<file path="src/rtl/eth_pkg.sv">
// rtl/eth_pkg.sv - shared RMII MAC constants and transmit state encoding
package eth_pkg;

  localparam logic [7:0]  PREAMBLE_BYTE = 8'h55;
  localparam logic [7:0]  SFD_BYTE      = 8'hD5;
  localparam logic [31:0] CRC_POLY      = 32'hEDB88320;
  localparam logic [31:0] CRC_INIT      = 32'hFFFFFFFF;
  localparam logic [31:0] CRC_RESIDUE   = 32'hDEBB20E3;

  typedef enum logic [2:0] {
    ST_IDLE,
    ST_PREAMBLE,
    ST_SFD,
    ST_DATA,
    ST_PAD,
    ST_FCS,
    ST_IFG
  } tx_state_t;

endpackage

</file>
<file path="src/rtl/eth_crc32_d2.sv">
// rtl/eth_crc32_d2.sv - reflected CRC-32 update over one dibit, bit 0 first
module eth_crc32_d2
  import eth_pkg::*;
(
  input  logic [31:0] crc_in,
  input  logic [1:0]  dibit,
  output logic [31:0] crc_out
);

  // Two serial LFSR steps, low wire bit shifted in first.
  always_comb begin
    logic [31:0] c;
    c = crc_in;
    for (int i = 0; i < 2; i++) begin
      if (c[0] ^ dibit[i]) c = (c >> 1) ^ CRC_POLY;
      else                 c = c >> 1;
    end
    crc_out = c;
  end

endmodule

</file>
<file path="src/rtl/eth_tx_rmii.sv">
// rtl/eth_tx_rmii.sv - RMII transmit framer: preamble, SFD, pad, FCS, IFG
module eth_tx_rmii #(
  parameter int MIN_PAYLOAD = 60,
  parameter int IFG_CYCLES  = 48
) (
  input  logic       Clk,
  input  logic       Rst,
  input  logic [7:0] Tx_Data,
  input  logic       Tx_Valid,
  input  logic       Tx_Last,
  output logic       Tx_Ready,
  output logic       Tx_Busy,
  output logic       Tx_Underrun,
  output logic       Eth_Txen,
  output logic [1:0] Eth_Txd
);
  import eth_pkg::*;

  localparam logic [10:0] MIN_P   = 11'(MIN_PAYLOAD);
  localparam logic [15:0] IFG_END = 16'(IFG_CYCLES - 1);

  tx_state_t   state, state_n;
  logic [1:0]  dcnt, dcnt_n;
  logic [15:0] cnt, cnt_n;
  logic [10:0] bcnt, bcnt_n, bcnt_inc;
  logic [7:0]  byte_q, byte_n;
  logic        last_q, last_n;
  logic [31:0] crc, crc_n, crc_upd;
  logic        txen_n;
  logic [1:0]  txd_n;
  logic        underrun_n;
  logic [2:0]  cur_idx, nxt_idx;
  logic [4:0]  fcs_idx;
  logic [1:0]  cur_dibit;

  assign cur_idx   = {dcnt, 1'b0};
  assign cur_dibit = byte_q[cur_idx +: 2];
  assign Tx_Busy   = (state != ST_IDLE);

  eth_crc32_d2 u_crc (
    .crc_in  (crc),
    .dibit   (cur_dibit),
    .crc_out (crc_upd)
  );

  // Next-state, handshake and the dibit to be driven in the state being entered.
  always_comb begin
    state_n    = state;
    dcnt_n     = dcnt + 2'd1;
    cnt_n      = cnt;
    bcnt_n     = bcnt;
    bcnt_inc   = (bcnt == 11'h7FF) ? bcnt : bcnt + 11'd1;
    byte_n     = byte_q;
    last_n     = last_q;
    crc_n      = crc;
    Tx_Ready   = 1'b0;
    underrun_n = 1'b0;
    txen_n     = 1'b0;
    txd_n      = 2'b00;
    nxt_idx    = 3'd0;
    fcs_idx    = 5'd0;

    if (state == ST_DATA || state == ST_PAD) crc_n = crc_upd;

    case (state)
      ST_IDLE: begin
        dcnt_n = 2'd0;
        cnt_n  = 16'd0;
        bcnt_n = 11'd0;
        if (Tx_Valid) state_n = ST_PREAMBLE;
      end
      ST_PREAMBLE: begin
        if (dcnt == 2'd3) begin
          if (cnt == 16'd6) begin
            state_n = ST_SFD;
            cnt_n   = 16'd0;
            crc_n   = CRC_INIT;
            bcnt_n  = 11'd0;
          end else begin
            cnt_n = cnt + 16'd1;
          end
        end
      end
      ST_SFD: begin
        if (dcnt == 2'd3) Tx_Ready = 1'b1;
      end
      ST_DATA: begin
        if (dcnt == 2'd3) begin
          if (!last_q) begin
            Tx_Ready = 1'b1;
          end else if (bcnt < MIN_P) begin
            state_n = ST_PAD;
            byte_n  = 8'h00;
            bcnt_n  = bcnt_inc;
          end else begin
            state_n = ST_FCS;
            cnt_n   = 16'd0;
          end
        end
      end
      ST_PAD: begin
        if (dcnt == 2'd3) begin
          if (bcnt < MIN_P) begin
            byte_n = 8'h00;
            bcnt_n = bcnt_inc;
          end else begin
            state_n = ST_FCS;
            cnt_n   = 16'd0;
          end
        end
      end
      ST_FCS: begin
        if (dcnt == 2'd3) begin
          if (cnt == 16'd3) begin
            state_n = ST_IFG;
            cnt_n   = 16'd0;
          end else begin
            cnt_n = cnt + 16'd1;
          end
        end
      end
      ST_IFG: begin
        if (cnt == IFG_END) begin
          state_n = ST_IDLE;
          dcnt_n  = 2'd0;
          cnt_n   = 16'd0;
        end else begin
          cnt_n = cnt + 16'd1;
        end
      end
      default: state_n = ST_IDLE;
    endcase

    // A ready cycle either takes the next byte or aborts the frame.
    if (Tx_Ready && Tx_Valid) begin
      state_n = ST_DATA;
      byte_n  = Tx_Data;
      last_n  = Tx_Last;
      bcnt_n  = bcnt_inc;
    end else if (Tx_Ready) begin
      state_n    = ST_IFG;
      cnt_n      = 16'd0;
      underrun_n = 1'b1;
    end

    nxt_idx = {dcnt_n, 1'b0};
    fcs_idx = {cnt_n[1:0], dcnt_n, 1'b0};
    case (state_n)
      ST_PREAMBLE: begin txen_n = 1'b1; txd_n = PREAMBLE_BYTE[nxt_idx +: 2]; end
      ST_SFD:      begin txen_n = 1'b1; txd_n = SFD_BYTE[nxt_idx +: 2]; end
      ST_DATA,
      ST_PAD:      begin txen_n = 1'b1; txd_n = byte_n[nxt_idx +: 2]; end
      ST_FCS:      begin txen_n = 1'b1; txd_n = ~crc_n[fcs_idx +: 2]; end
      default:     begin txen_n = 1'b0; txd_n = 2'b00; end
    endcase
  end

  // State, counters, CRC and registered PHY pins.
  always_ff @(posedge Clk) begin
    if (Rst) begin
      state       <= ST_IDLE;
      dcnt        <= 2'd0;
      cnt         <= 16'd0;
      bcnt        <= 11'd0;
      byte_q      <= 8'h00;
      last_q      <= 1'b0;
      crc         <= CRC_INIT;
      Eth_Txen    <= 1'b0;
      Eth_Txd     <= 2'b00;
      Tx_Underrun <= 1'b0;
    end else begin
      state       <= state_n;
      dcnt        <= dcnt_n;
      cnt         <= cnt_n;
      bcnt        <= bcnt_n;
      byte_q      <= byte_n;
      last_q      <= last_n;
      crc         <= crc_n;
      Eth_Txen    <= txen_n;
      Eth_Txd     <= txd_n;
      Tx_Underrun <= underrun_n;
    end
  end

endmodule

</file>
<file path="config.mk">
export PLATFORM = sky130hd
export DESIGN_NAME = eth_tx_rmii
export DESIGN_NICKNAME = d
export VERILOG_FILES = /design/src/rtl/eth_pkg.sv /design/src/rtl/eth_crc32_d2.sv /design/src/rtl/eth_tx_rmii.sv
export SDC_FILE = /design/constraint.sdc
export NUM_CORES = 1
export LEC_CHECK = 0
export CORE_AREA = 3 3 92 94
export DETAILED_ROUTE_END_ITERATION = 8
export DIE_AREA = 0 0 95 97
export DONT_BUFFER_PORTS = 1
export PLACE_DENSITY = 0.78
export SYNTH_ARGS = -nofsm -noshare
export SYNTH_HDL_FRONTEND = slang
export SYNTH_SLANG_ARGS = --single-unit
</file>
<file path="constraint.sdc">
create_clock -name Clk -period 4.44 [get_ports Clk]
set_clock_uncertainty 0.15 [all_clocks]
set_input_delay 0.444 -clock Clk [delete_from_list [all_inputs] [get_ports Clk]]
set_output_delay 0.444 -clock Clk [all_outputs]
set_load 0.01 [all_outputs]
</file>
==> results.ini <==
[clock_network]
cts_tree = yes
numClockSinks = 77
cts-root-buf = clkbuf_8
clock_tree.buffer_depth = 2
clk_pin_slew_ns = 0.08
cts_buffers = 9
clock_latency_ns = 0.35
h-tree-depth = 3
cts_setup_buffers = 0

[pwr]
swShare = 0.252
internal_power_mw = 1.00
ir_worst_vdd_mv = 0.212
combPwrFrac = 0.067
pwr-share-seq = 0.523
power_per_cell_area_nw_per_um2 = 274
p_leak_nw = 1.78
clockPowerShare = 0.410
switchingPower_mw = 0.337

[global_route]
grt_pass1_vias = 4078
grt_usage = 0.257
grt_pass1_wl_mm = 19.3
antenna_found_initial = 0
grt_overflow = 0
grt_max_degree = 30

[worst_setup_path]
rr_startpoint = dcnt[0]
r2r_slack_ns = 0.82
max_stage_delay_ns = 0.50
crit_type = reg2reg
start_kind = flip-flop
reg2reg_to = Eth_Txd[1]
path_max_fanout = 14
path_cells = buf_4, ha_1, buf_4, nor4b_1, nand4_1, o2bb2ai_1, a21oi_1, o32ai_1, a21oi_1, a41oi_1, o21a_1, a22o_1
worstRegToRegCells = 12
cp.required_ns = 4.54
crit_arrival_ns = 3.72
end_kind = flip-flop
slowest_stage = nor4b_1

[synth]
ys_ff_latch = 77
postSynthAreaPerCell_um2 = 7.73
yosys_most_used_dff = dfxtp_1
yosys_warnings = 0
synth_cell_types = 63
syn-instance-count = 594
synth_nets = 610
synth_edf_count = 0
synth_seq_area_share = 0.336
async_flop_share = 0
netlist_area_um2 = 4590

[detailed_routing]
viasPerCell = 6.39
firstDrtPassIters = 5
drc = 0
drtIter0Drc = 331
routed_wl_mm = 11.6
detail-route-antenna-nets = 0
wire_per_inst_um = 16.9
vias = 4409

[sta]
final-hold-violation-count = 0
period_share = 0.816
setup_viol = 0
slew_violations = 0
finalSetupTns_ns = 0
min_period_ns = 3.62
hold_slack_ns = 0.00323
worst-slew-pin-transition_ns = 0.782
maxSlewHeadroom = 0.479
max_freq_mhz = 276
fin_ws_ns = 0.817
rsz0062_at_grt = no

[run]
drv_cap = 0

[layout]
layout.cells.non_filler = 690
drive_gt1_frac = 0.0697
final_cell_mix = 102 x nand2_1, 77 x dfxtp_1, 49 x nor2_1, 49 x a21oi_1, 31 x nand3_1
fill_cells = 674
area_growth_pct = 6.41
final_common_cell = nand2_1
diodes = 0
nNetsFinal = 599
finalInstanceArea_um2 = 4880

[place]
pre_cts_slack_ns = 0.950
place_area_um2 = 4660
dp_hpwl_mm = 8.09
place.gp.congestion = 1.00
portBuffers = 0
dpl.cell_count = 672

[status]
status = finished clean

[worst_hold_path]
holdPathEnd = bcnt[9]
holdCritStartpoint = Rst
hold_path_class = in2reg
hold_path_depth = 1

[die]
die-area_um2 = 9220
fp.coreArea_um2 = 7730
rows = 32
die_h_um = 97
io_pins = 18
start_util = 0.594
die_x_um = 95

-- worst max-delay path: cells and delay by family (launching register included) --
kind / cells / cell delay (ns)
adder cells (fa/ha/maj): 1 / 0.17
AND/OR/NAND/NOR: 2 / 0.73
AO/OA/AOI/OAI: 7 / 1.75
buffers and inverters: 2 / 0.40
flip-flops: 1 / 0.33
-- sequential cells by signal, summed over array words and instances (netlist names) --
register,count
Eth_Txen,1
crc,32
bcnt,11
Eth_Txd,2
dcnt,2
cnt,16
Tx_Underrun,1
byte_q,8
last_q,1
state,3
-- power by group through the flow --
stage | combinational [mW] | clock [mW] | sequential (mW)
global placement | 0.0830 | 0 | 0.716
finish | 0.0894 | 0.548 | 0.700
floorplan | 0.0672 | 0 | 0.713
global route | 0.0981 | 0.579 | 0.700
CTS | 0.0873 | 0.551 | 0.699
detailed placement | 0.0845 | 0 | 0.716
-- final cells by class --
type                            instances  area, µm²  share of cell area
Multi-Input combinational cell        477       2900               0.594
Clock buffer                           11        141              0.0290
Sequential cell                        77       1540               0.316
Inverter                                7       26.3             0.00538
Tap cell                              102        128              0.0261
Timing Repair Buffer                   11       87.6              0.0179
Clock inverter                          5       58.8              0.0120
-- how the worst max path moves through the flow --
stage	end	startpoint
after floorplan	Eth_Txd[1]	dcnt[0]
after global placement	Eth_Txd[1]	dcnt[0]
after detailed placement	Eth_Txd[1]	dcnt[0]
after CTS	Eth_Txd[1]	dcnt[0]
after global routing	Eth_Txd[1]	dcnt[0]
final	Eth_Txd[1]	dcnt[0]
-- cells by family (layout without fill, tap and decap cells) --
| group | Yosys count | after routing | share of synthesized area |
|---|---|---|---|
| and+or+nand+nor | 278 | 278 | 0.296 |
| buffers and inverters | 40 | 34 | 0.0346 |
| adders and majority gates | 4 | 4 | 0.0109 |
| AOI/OAI and AO/OA | 155 | 155 | 0.219 |
| xor gates and xnor gates | 26 | 26 | 0.0619 |
| DFF | 77 | 77 | 0.336 |
| muxes | 14 | 14 | 0.0420 |
-- layer usage --
layer | wire length (µm) | up-vias | global-route usage
met5 | 0 | - | 0
met2 | 5280 | 154 | 0.388
met3 | 713 | 26 | 0.0420
li1 | - | 2139 | -
met1 | 5390 | 2090 | 0.367
met4 | 246 | 0 | 0.0966
-- metrics by stage --
stage                     total power [mW]   util
after CTS                             1.34  0.631
final                                 1.34  0.632
after global placement               0.799  0.603
after floorplan                      0.781      -
after global routing                  1.38  0.632
after detailed placement             0.800  0.603
-- synthesized netlist by cell type, types with 4 or more instances --
cell type,number,area (µm²)
nor4b_1,4,35.0
and3_1,10,62.6
a31oi_1,7,43.8
or3_1,9,56.3
dfxtp_1,77,1540
a21oi_1,49,245
nor2_1,50,188
inv_1,7,26.3
nand2_1,102,383
a41oi_1,5,43.8
buf_2,7,35.0
a211oi_1,13,97.6
mux2i_1,8,80.1
o21ai_0,28,140
nor2b_1,8,50.1
nand4_1,6,37.5
o211ai_1,12,90.1
xor2_1,7,61.3
nor3_1,12,60.1
mux4_2,4,90.1
and2_1,10,62.6
ha_1,4,50.1
nand2b_1,8,50.1
buf_1,4,15.0
nand3_1,31,155
o21ai_1,4,20.0
o21a_1,4,30.0
nand3b_1,8,60.1
clkbuf_1,22,82.6
xnor2_1,16,140
-- timing repair --
| action | 4_1_cts | 5_1_grt |
|---|---|---|
| endpoints found under the hold margin | 12 | 1 |
| hold buffers | 1 | 1 |
| gates resized for setup | 0 | 0 |
No activity file was read; power rests on OpenSTA's default activity.
